--- config.mk ---
export PLATFORM = sky130hd
export DESIGN_NAME = cardinal_nic
export DESIGN_NICKNAME = d
export VERILOG_FILES = /design/src/rtl/cardinal_nic_pkg.sv /design/src/rtl/cardinal_nic_chan_buf.sv /design/src/rtl/cardinal_nic.sv
export SDC_FILE = /design/constraint.sdc
export NUM_CORES = 1
export LEC_CHECK = 0
export ABC_AREA = 1
export BUFFER_PORTS_ARGS = -buffer_cell sky130_fd_sc_hd__buf_4
export CAP_MARGIN = 0
export CORE_MARGIN = 3
export CORE_UTILIZATION = 53
export DETAILED_ROUTE_END_ITERATION = 7
export PLACE_DENSITY = 0.84
export SLEW_MARGIN = 25
export SYNTH_ARGS = -nofsm -noshare
export SYNTH_HDL_FRONTEND = slang
export SYNTH_SLANG_ARGS = --single-unit
--- constraint.sdc ---
create_clock -name clk -period 3.2 [get_ports clk]
set_clock_uncertainty 0.1 [all_clocks]
set_input_delay 0.96 -clock clk [delete_from_list [all_inputs] [get_ports clk]]
set_output_delay 0.96 -clock clk [all_outputs]
set_load 0.005 [all_outputs]
--- src/rtl/cardinal_nic_pkg.sv ---
// Shared definitions for the cardinal NIC.
// Contents:
//   - PE register address map.
//   - Default flit width and VC bit position.
//   - Header field offsets within a flit.
//   - A small header decode helper.
package cardinal_nic_pkg;

    localparam int FLIT_W = 64;
    localparam int VC_BIT = FLIT_W - 1;

    // PE register address map
    localparam logic [1:0] ADDR_IN_DATA  = 2'b00;
    localparam logic [1:0] ADDR_IN_STAT  = 2'b01;
    localparam logic [1:0] ADDR_OUT_DATA = 2'b10;
    localparam logic [1:0] ADDR_OUT_STAT = 2'b11;

    // Header field offsets
    localparam int DX_BIT    = 62;
    localparam int DY_BIT    = 61;
    localparam int HX_MSB    = 55;
    localparam int HX_LSB    = 52;
    localparam int HY_MSB    = 51;
    localparam int HY_LSB    = 48;
    localparam int SRCX_MSB  = 47;
    localparam int SRCX_LSB  = 40;
    localparam int SRCY_MSB  = 39;
    localparam int SRCY_LSB  = 32;

    typedef struct packed {
        logic       vc;
        logic       dx;
        logic       dy;
        logic [3:0] hx;
        logic [3:0] hy;
        logic [7:0] src_x;
        logic [7:0] src_y;
    } flit_hdr_t;

    function automatic flit_hdr_t decode_hdr(input logic [FLIT_W-1:0] flit);
        flit_hdr_t h;
        h.vc    = flit[VC_BIT];
        h.dx    = flit[DX_BIT];
        h.dy    = flit[DY_BIT];
        h.hx    = flit[HX_MSB:HX_LSB];
        h.hy    = flit[HY_MSB:HY_LSB];
        h.src_x = flit[SRCX_MSB:SRCX_LSB];
        h.src_y = flit[SRCY_MSB:SRCY_LSB];
        return h;
    endfunction

endpackage

--- src/rtl/cardinal_nic_chan_buf.sv ---
// One-entry channel buffer: a data register plus a full flag.
// Ports:
//   clk, reset (async, active-low)
//   load   - capture d_in and set full; ignored while already full
//   unload - clear full; the stored data is retained
//   d_in   - data to capture
//   data   - stored data
//   full   - buffer occupancy
module nic_chan_buf #(
    parameter int DATA_W = 64
) (
    input  logic              clk,
    input  logic              reset,
    input  logic              load,
    input  logic              unload,
    input  logic [DATA_W-1:0] d_in,
    output logic [DATA_W-1:0] data,
    output logic              full
);

    // Occupancy is sampled before the edge: a load while full is dropped
    // even if an unload happens on the same edge.
    always_ff @(posedge clk or negedge reset) begin
        if (!reset) begin
            full <= 1'b0;
            data <= '0;
        end else begin
            if (load && !full) begin
                data <= d_in;
                full <= 1'b1;
            end else if (unload) begin
                full <= 1'b0;
            end
        end
    end

endmodule

--- src/rtl/cardinal_nic.sv ---
// Network interface controller between one PE and its cardinal router port.
// Ports:
//   clk, reset (async, active-low)
//   addr, d_in, nicEn, nicEnWr - PE register access
//   d_out                      - registered PE read data
//   net_so, net_ri, net_do     - outbound flit handshake to router
//   net_si, net_ro, net_di     - inbound flit handshake from router
//   net_polarity               - router phase; gates outbound VC
module cardinal_nic
    import cardinal_nic_pkg::*;
#(
    parameter int DATA_W = 64,
    parameter int ADDR_W = 2
) (
    input  logic              clk,
    input  logic              reset,
    input  logic [ADDR_W-1:0] addr,
    input  logic [DATA_W-1:0] d_in,
    output logic [DATA_W-1:0] d_out,
    input  logic              nicEn,
    input  logic              nicEnWr,
    output logic              net_so,
    input  logic              net_ri,
    output logic [DATA_W-1:0] net_do,
    input  logic              net_si,
    output logic              net_ro,
    input  logic [DATA_W-1:0] net_di,
    input  logic              net_polarity
);

    logic [DATA_W-1:0] in_data;
    logic              in_full;
    logic [DATA_W-1:0] out_data;
    logic              out_full;

    logic              rd_en;
    logic [DATA_W-1:0] rd_val;
    logic              in_unload;
    logic              out_load;
    logic              in_load;

    assign out_load  = nicEn && nicEnWr && (addr == ADDR_OUT_DATA);
    assign in_load   = net_si && net_ro;
    assign in_unload = nicEn && !nicEnWr && (addr == ADDR_IN_DATA);

    // A flit only leaves when its VC bit matches the router phase.
    assign net_so = out_full && net_ri && (out_data[DATA_W-1] == net_polarity);
    assign net_do = out_data;
    assign net_ro = !in_full;

    nic_chan_buf #(.DATA_W(DATA_W)) u_out_buf (
        .clk    (clk),
        .reset  (reset),
        .load   (out_load),
        .unload (net_so),
        .d_in   (d_in),
        .data   (out_data),
        .full   (out_full)
    );

    nic_chan_buf #(.DATA_W(DATA_W)) u_in_buf (
        .clk    (clk),
        .reset  (reset),
        .load   (in_load),
        .unload (in_unload),
        .d_in   (net_di),
        .data   (in_data),
        .full   (in_full)
    );

    always_comb begin
        rd_en  = 1'b0;
        rd_val = '0;
        if (nicEn && !nicEnWr) begin
            case (addr)
                ADDR_IN_DATA: begin
                    rd_en  = 1'b1;
                    rd_val = in_data;
                end
                ADDR_IN_STAT: begin
                    rd_en  = 1'b1;
                    rd_val = {{(DATA_W-1){1'b0}}, in_full};
                end
                ADDR_OUT_STAT: begin
                    rd_en  = 1'b1;
                    rd_val = {{(DATA_W-1){1'b0}}, out_full};
                end
                default: begin
                    rd_en  = 1'b0;
                    rd_val = '0;
                end
            endcase
        end
    end

    always_ff @(posedge clk or negedge reset) begin
        if (!reset) begin
            d_out <= '0;
        end else if (rd_en) begin
            d_out <= rd_val;
        end
    end

endmodule

# Word level (Yosys, flattened, before mapping)
# Index checks and enable logic that the tools add are counted.
# totals
ff_bits	194
output_inout_bits	130
elab_cells	33
# classes
n_eq_ne	4
mux	8
reduce_logical	16
# op_table
cell	n
$pmux 64 s3	1
$mux 64	1
$logic_and 1x1->1	9
$mux 1	6
$eq 2x2->1 const B	2
$reduce_bool 2->1	2
$logic_not 1->1	3
$reduce_or 3->1	1
$eq 2x1->1 const B	1
$logic_not 2->1	1
$eq 1x1->1	1

# Logic depth before layout (Yosys ltp)
# logic_depth
depth_word	5
depth_mapped	7

# By module
# A second synthesis with hierarchy kept.
# unflattened
hier_cells	850
hier_area_um2	7754.9
# modules_own_cells
mod	instances	cells_per_inst	area_each_um2	seq_area_each_um2
nic_chan_buf	2	281	2595.0	1626.6
cardinal_nic	1	288	2565.0	1601.5

# Least setup slack after synthesis
# Ideal clock, no wire load.
# synth_timing
path_kind	input-to-output
from	input net_ri
to	output net_so
t_arrival_ps	1203
t_required_ps	2140
setup_slack_ps	937
cell_stages	4
n_path_buf	0
cell_sequence	nand2_1 > nor2_1 > nand2_1 > inv_1
# synth_between
elab_chain_len	2
# synth_lines
element	line	rtl
start: declaration	cardinal_nic.sv:23	input logic net_ri,
$logic_and 1x1->1 (2 in a row)	cardinal_nic.sv:47	assign net_so = out_full && net_ri && (out_data[DATA_W-1] == net_polarity);
end: declaration	cardinal_nic.sv:22	output logic net_so,
# No other way between the ends.

# Worst setup path in the final report
# layout_timing
from	input net_polarity
to	output net_so
# layout_between
elab_chain_len	2
# layout_lines
element	line	rtl
start: declaration	cardinal_nic.sv:28	input logic net_polarity
$eq 1x1->1	cardinal_nic.sv:47	
$logic_and 1x1->1	cardinal_nic.sv:47	
# No other way between the ends.

==> out/results.tsv <==
stage	metric	value	unit
global_routing	global-route wire length before repair	32800	um
timing	final-layout worst hold slack	0.369	ns
detailed_routing	top routing layer in use	met4	
timing	total negative slack for setup checks	0	ns
cts	TritonCTS clock tree	built	
cts	clk slew on worst S/H paths	0.07	ns
synth	Yosys top cell by area	sky130_fd_sc_hd__dfrtp_1	
synth	Mapped Area	0.00748	mm2
die	Starting Density	55.4	%
final_layout	post-synthesis to final-layout area growth	36.0	%
timing	final hold violations	0	
timing	highest clock rate	399	MHz
synth	post-synthesis cell count	806	
timing	Worst-Margin Slew	0.659	ns
placed_design	dpl hpwl	13800	um
final_layout	antenna cells	0	
placed_design	total instance count after detailed placement	1213	
cts	Post-CTS Repair Setup Buffers	0	
final_layout	highest-count cells in the layout ignoring fill and taps	sky130_fd_sc_hd__nand2_1 (296), sky130_fd_sc_hd__buf_4 (277), sky130_fd_sc_hd__dfrtp_1 (194)	
worst_setup_path	CP endpoint kind	output pin	
worst_setup_path	data arrival time of the critical path	1.44	ns
global_routing	overflow left after global routing	0	
worst_setup_path	worst endpoint required time	2.14	ns
detailed_routing	final antenna-violating net count	0	
cts	hold buffer count at cts	0	
hold_path	classification of the worst-slack hold path	reg -> reg	
global_routing	overall global routing resource usage	26.2	%
power	internal portion of total power	5.79	mW
worst_setup_path	WS Path Type	in -> out	
synth	Synth area leaders	sky130_fd_sc_hd__dfrtp_1 (65%), sky130_fd_sc_hd__nand2_1 (15%), sky130_fd_sc_hd__nand3_1 (6.1%)	
die	width of the chip	125	um
power	fraction of power consumed by combinational cells	28.4	%
synth	number of nets in the synthesized netlist	943	
cts	cell at the root of the clock tree	sky130_fd_sc_hd__clkbuf_16	
final_layout	register cell area after layout	0.00485	mm2
die	floorplan core area	0.0135	mm2
power	switching power share of the total	30.6	%
timing	unrepaired setup endpoints after global routing	false	
final_layout	area of all placed cells without fillers	0.0102	mm2
detailed_routing	post-route DRC violation count	0	
timing	fraction of the cycle the final worst path needs	78.3	%
cts	clock buffer count from CTS	17	
detailed_routing	sum of routed wire length over all layers	20200	um
detailed_routing	Vias	6377	
die	Core Rows	42	
die	Boundary Pins	267	
final_layout	ratio of cells with drive above 1 in the final layout	29.8	%
synth	Mapped Avg Cell Area	9.29	um2
detailed_routing	met3 WL post-DR	1840	um
placed_design	number of buffers added on ports	266	
worst_setup_path	element type at the critical path start	input pin	
detailed_routing	met1 routed wirelength after detailed routing	7790	um
worst_setup_path	cell breakdown of the critical path	buf_4, nor2_1, nor2_1, nand2_1, inv_1, buf_4	
final_layout	area of the multi-input gates	0.00220	mm2
detailed_routing	Met2 Routed Length	9960	um
placed_design	placed instance area	0.00958	mm2
job	max-cap violation count	0	
final_layout	Post-Layout Cell Count	1245	
global_routing	number of antenna violations at the first check in global routing	0	
synth	post-synth top area share	64.9	%
worst_setup_path	worst-path fanout max	2	
synth	share of the yosys chip area belonging to registers	64.9	%
detailed_routing	number of DRC markers after the initial detailed-route iteration	598	
timing	minimum setup slack in the final design	0.695	ns
synth	number of warnings printed during yosys synthesis	0	
global_routing	maximum number of pins on one net before global-route repair	72	
placed_design	gp weighted congestion	0.816	
cts	H-tree depth	4	
final_layout	Post-Route Utilization	75.4	%
final_layout	number of nets in the layout	1193	
timing	tightest slew margin relative to the limit	56.1	%
synth	Yosys reg bits	194	
final_layout	# fillers	955	
worst_setup_path	standard cell with the maximum stage delay on the critical path	sky130_fd_sc_hd__buf_4	
power	clock network fraction of design power	25.6	%
timing	Final setup viols	0	
power	leakage power total	5.67	nW
synth	Synth cell types	17	
final_layout	leading cell type in the layout, fill and taps excluded	sky130_fd_sc_hd__nand2_1	
power	post-layout power	8.34	mW
power	relative contribution of sequential cells to total power	46.1	%
die	die height	125	um
detailed_routing	post-detailed-route wirelength per cell	16.2	um
timing	Period minus WS final	2.50	ns
status	status	finished clean	
timing	max-slew violation count	0	
worst_setup_path	Largest stage delay, worst path	0.12	ns
cts	Resize count post-CTS	0	
placed_design	Placement Setup Slack	0.696	ns
power	worst ir drop on vdd	0.000540	V
power	net switching power of the design	2.55	mW
power	Power Dens Cells	819	mW/mm2
global_routing	via count of the first global-routing pass	6327	
detailed_routing	first-pass detailed-route iteration total	5	
cts	clock tree buffer depth	2	
die	die area	0.0156	mm2
cts	clock latency reported for the late side of the worst-skew pair	0.42	ns
detailed_routing	via-per-instance ratio	5.12	
cts	clock sinks	194	
-- critical path, delay by kind of cell --
| kind | cells | cell delay [ns] |
|---|---|---|
| buffers and inverters | 3 | 0.27 |
| AND/OR/NAND/NOR | 3 | 0.20 |
-- cell usage after synthesis (all sizes together) --
cell type / number
nand2: 298
dfrtp: 194
nand3: 91
inv: 46
nor2: 46
o21ai: 42
a21oi: 40
buf: 37
clkbuf: 12
-- state kept, by name, indices dropped and copies added, names as in the netlist --
signal,flops
d_out,64
u_in_buf.data,64
u_in_buf.full,1
u_out_buf.data,64
u_out_buf.full,1
-- cell type report --
| class | instances | area share, % |
|---|---|---|
| Clock buffer | 23 | 4.89 |
| Timing Repair Buffer | 280 | 21.0 |
| Multi-Input combinational cell | 517 | 21.6 |
| Tap cell | 176 | 2.16 |
| Clock inverter | 9 | 0.995 |
| Inverter | 46 | 1.70 |
| Sequential cell | 194 | 47.7 |
-- worst paths after layout --
path / startpoint / end / slack [ns] / cells after the start
max: net_polarity / net_so / 0.70 / 6
max reg2reg: u_in_buf.full / u_in_buf.data[7] / 1.31 / 5
max in group asynchronous: reset / u_out_buf.data[14] / 1.83 / 2
min in group asynchronous: reset / u_in_buf.data[14] / 0.43 / 1
min: u_in_buf.data[59] / d_out[59] / 0.37 / 2
min reg2reg: u_in_buf.data[59] / d_out[59] / 0.37 / 2
-- per-layer routing --
layer	vias up	GRT usage, %
met5	-	0
met4	0	9.38
met3	40	7.85
met2	277	42.7
met1	3032	33.7
li1	3028	-
-- logic make-up (layout without fill, tap and decap cells) --
logic type / Yosys count / after routing / share of synthesized area, %
DFF: 194 / 194 / 64.9
and+or+nand+nor: 435 / 435 / 23.5
AOI/OAI and AO/OA: 82 / 82 / 5.63
buffers and inverters: 95 / 358 / 6.00
-- power by group through the flow --
stage	Clock, mW	Combinational, mW	Sequential (mW)
5_1_grt	2.28	2.65	3.95
4_1_cts	2.16	2.41	3.84
3_3_place_gp	0	2.29	3.83
6_report	2.13	2.37	3.84
3_5_place_dp	0	2.38	3.86
2_1_floorplan	0	1.02	3.82
Power figures use the tool's default switching activity.
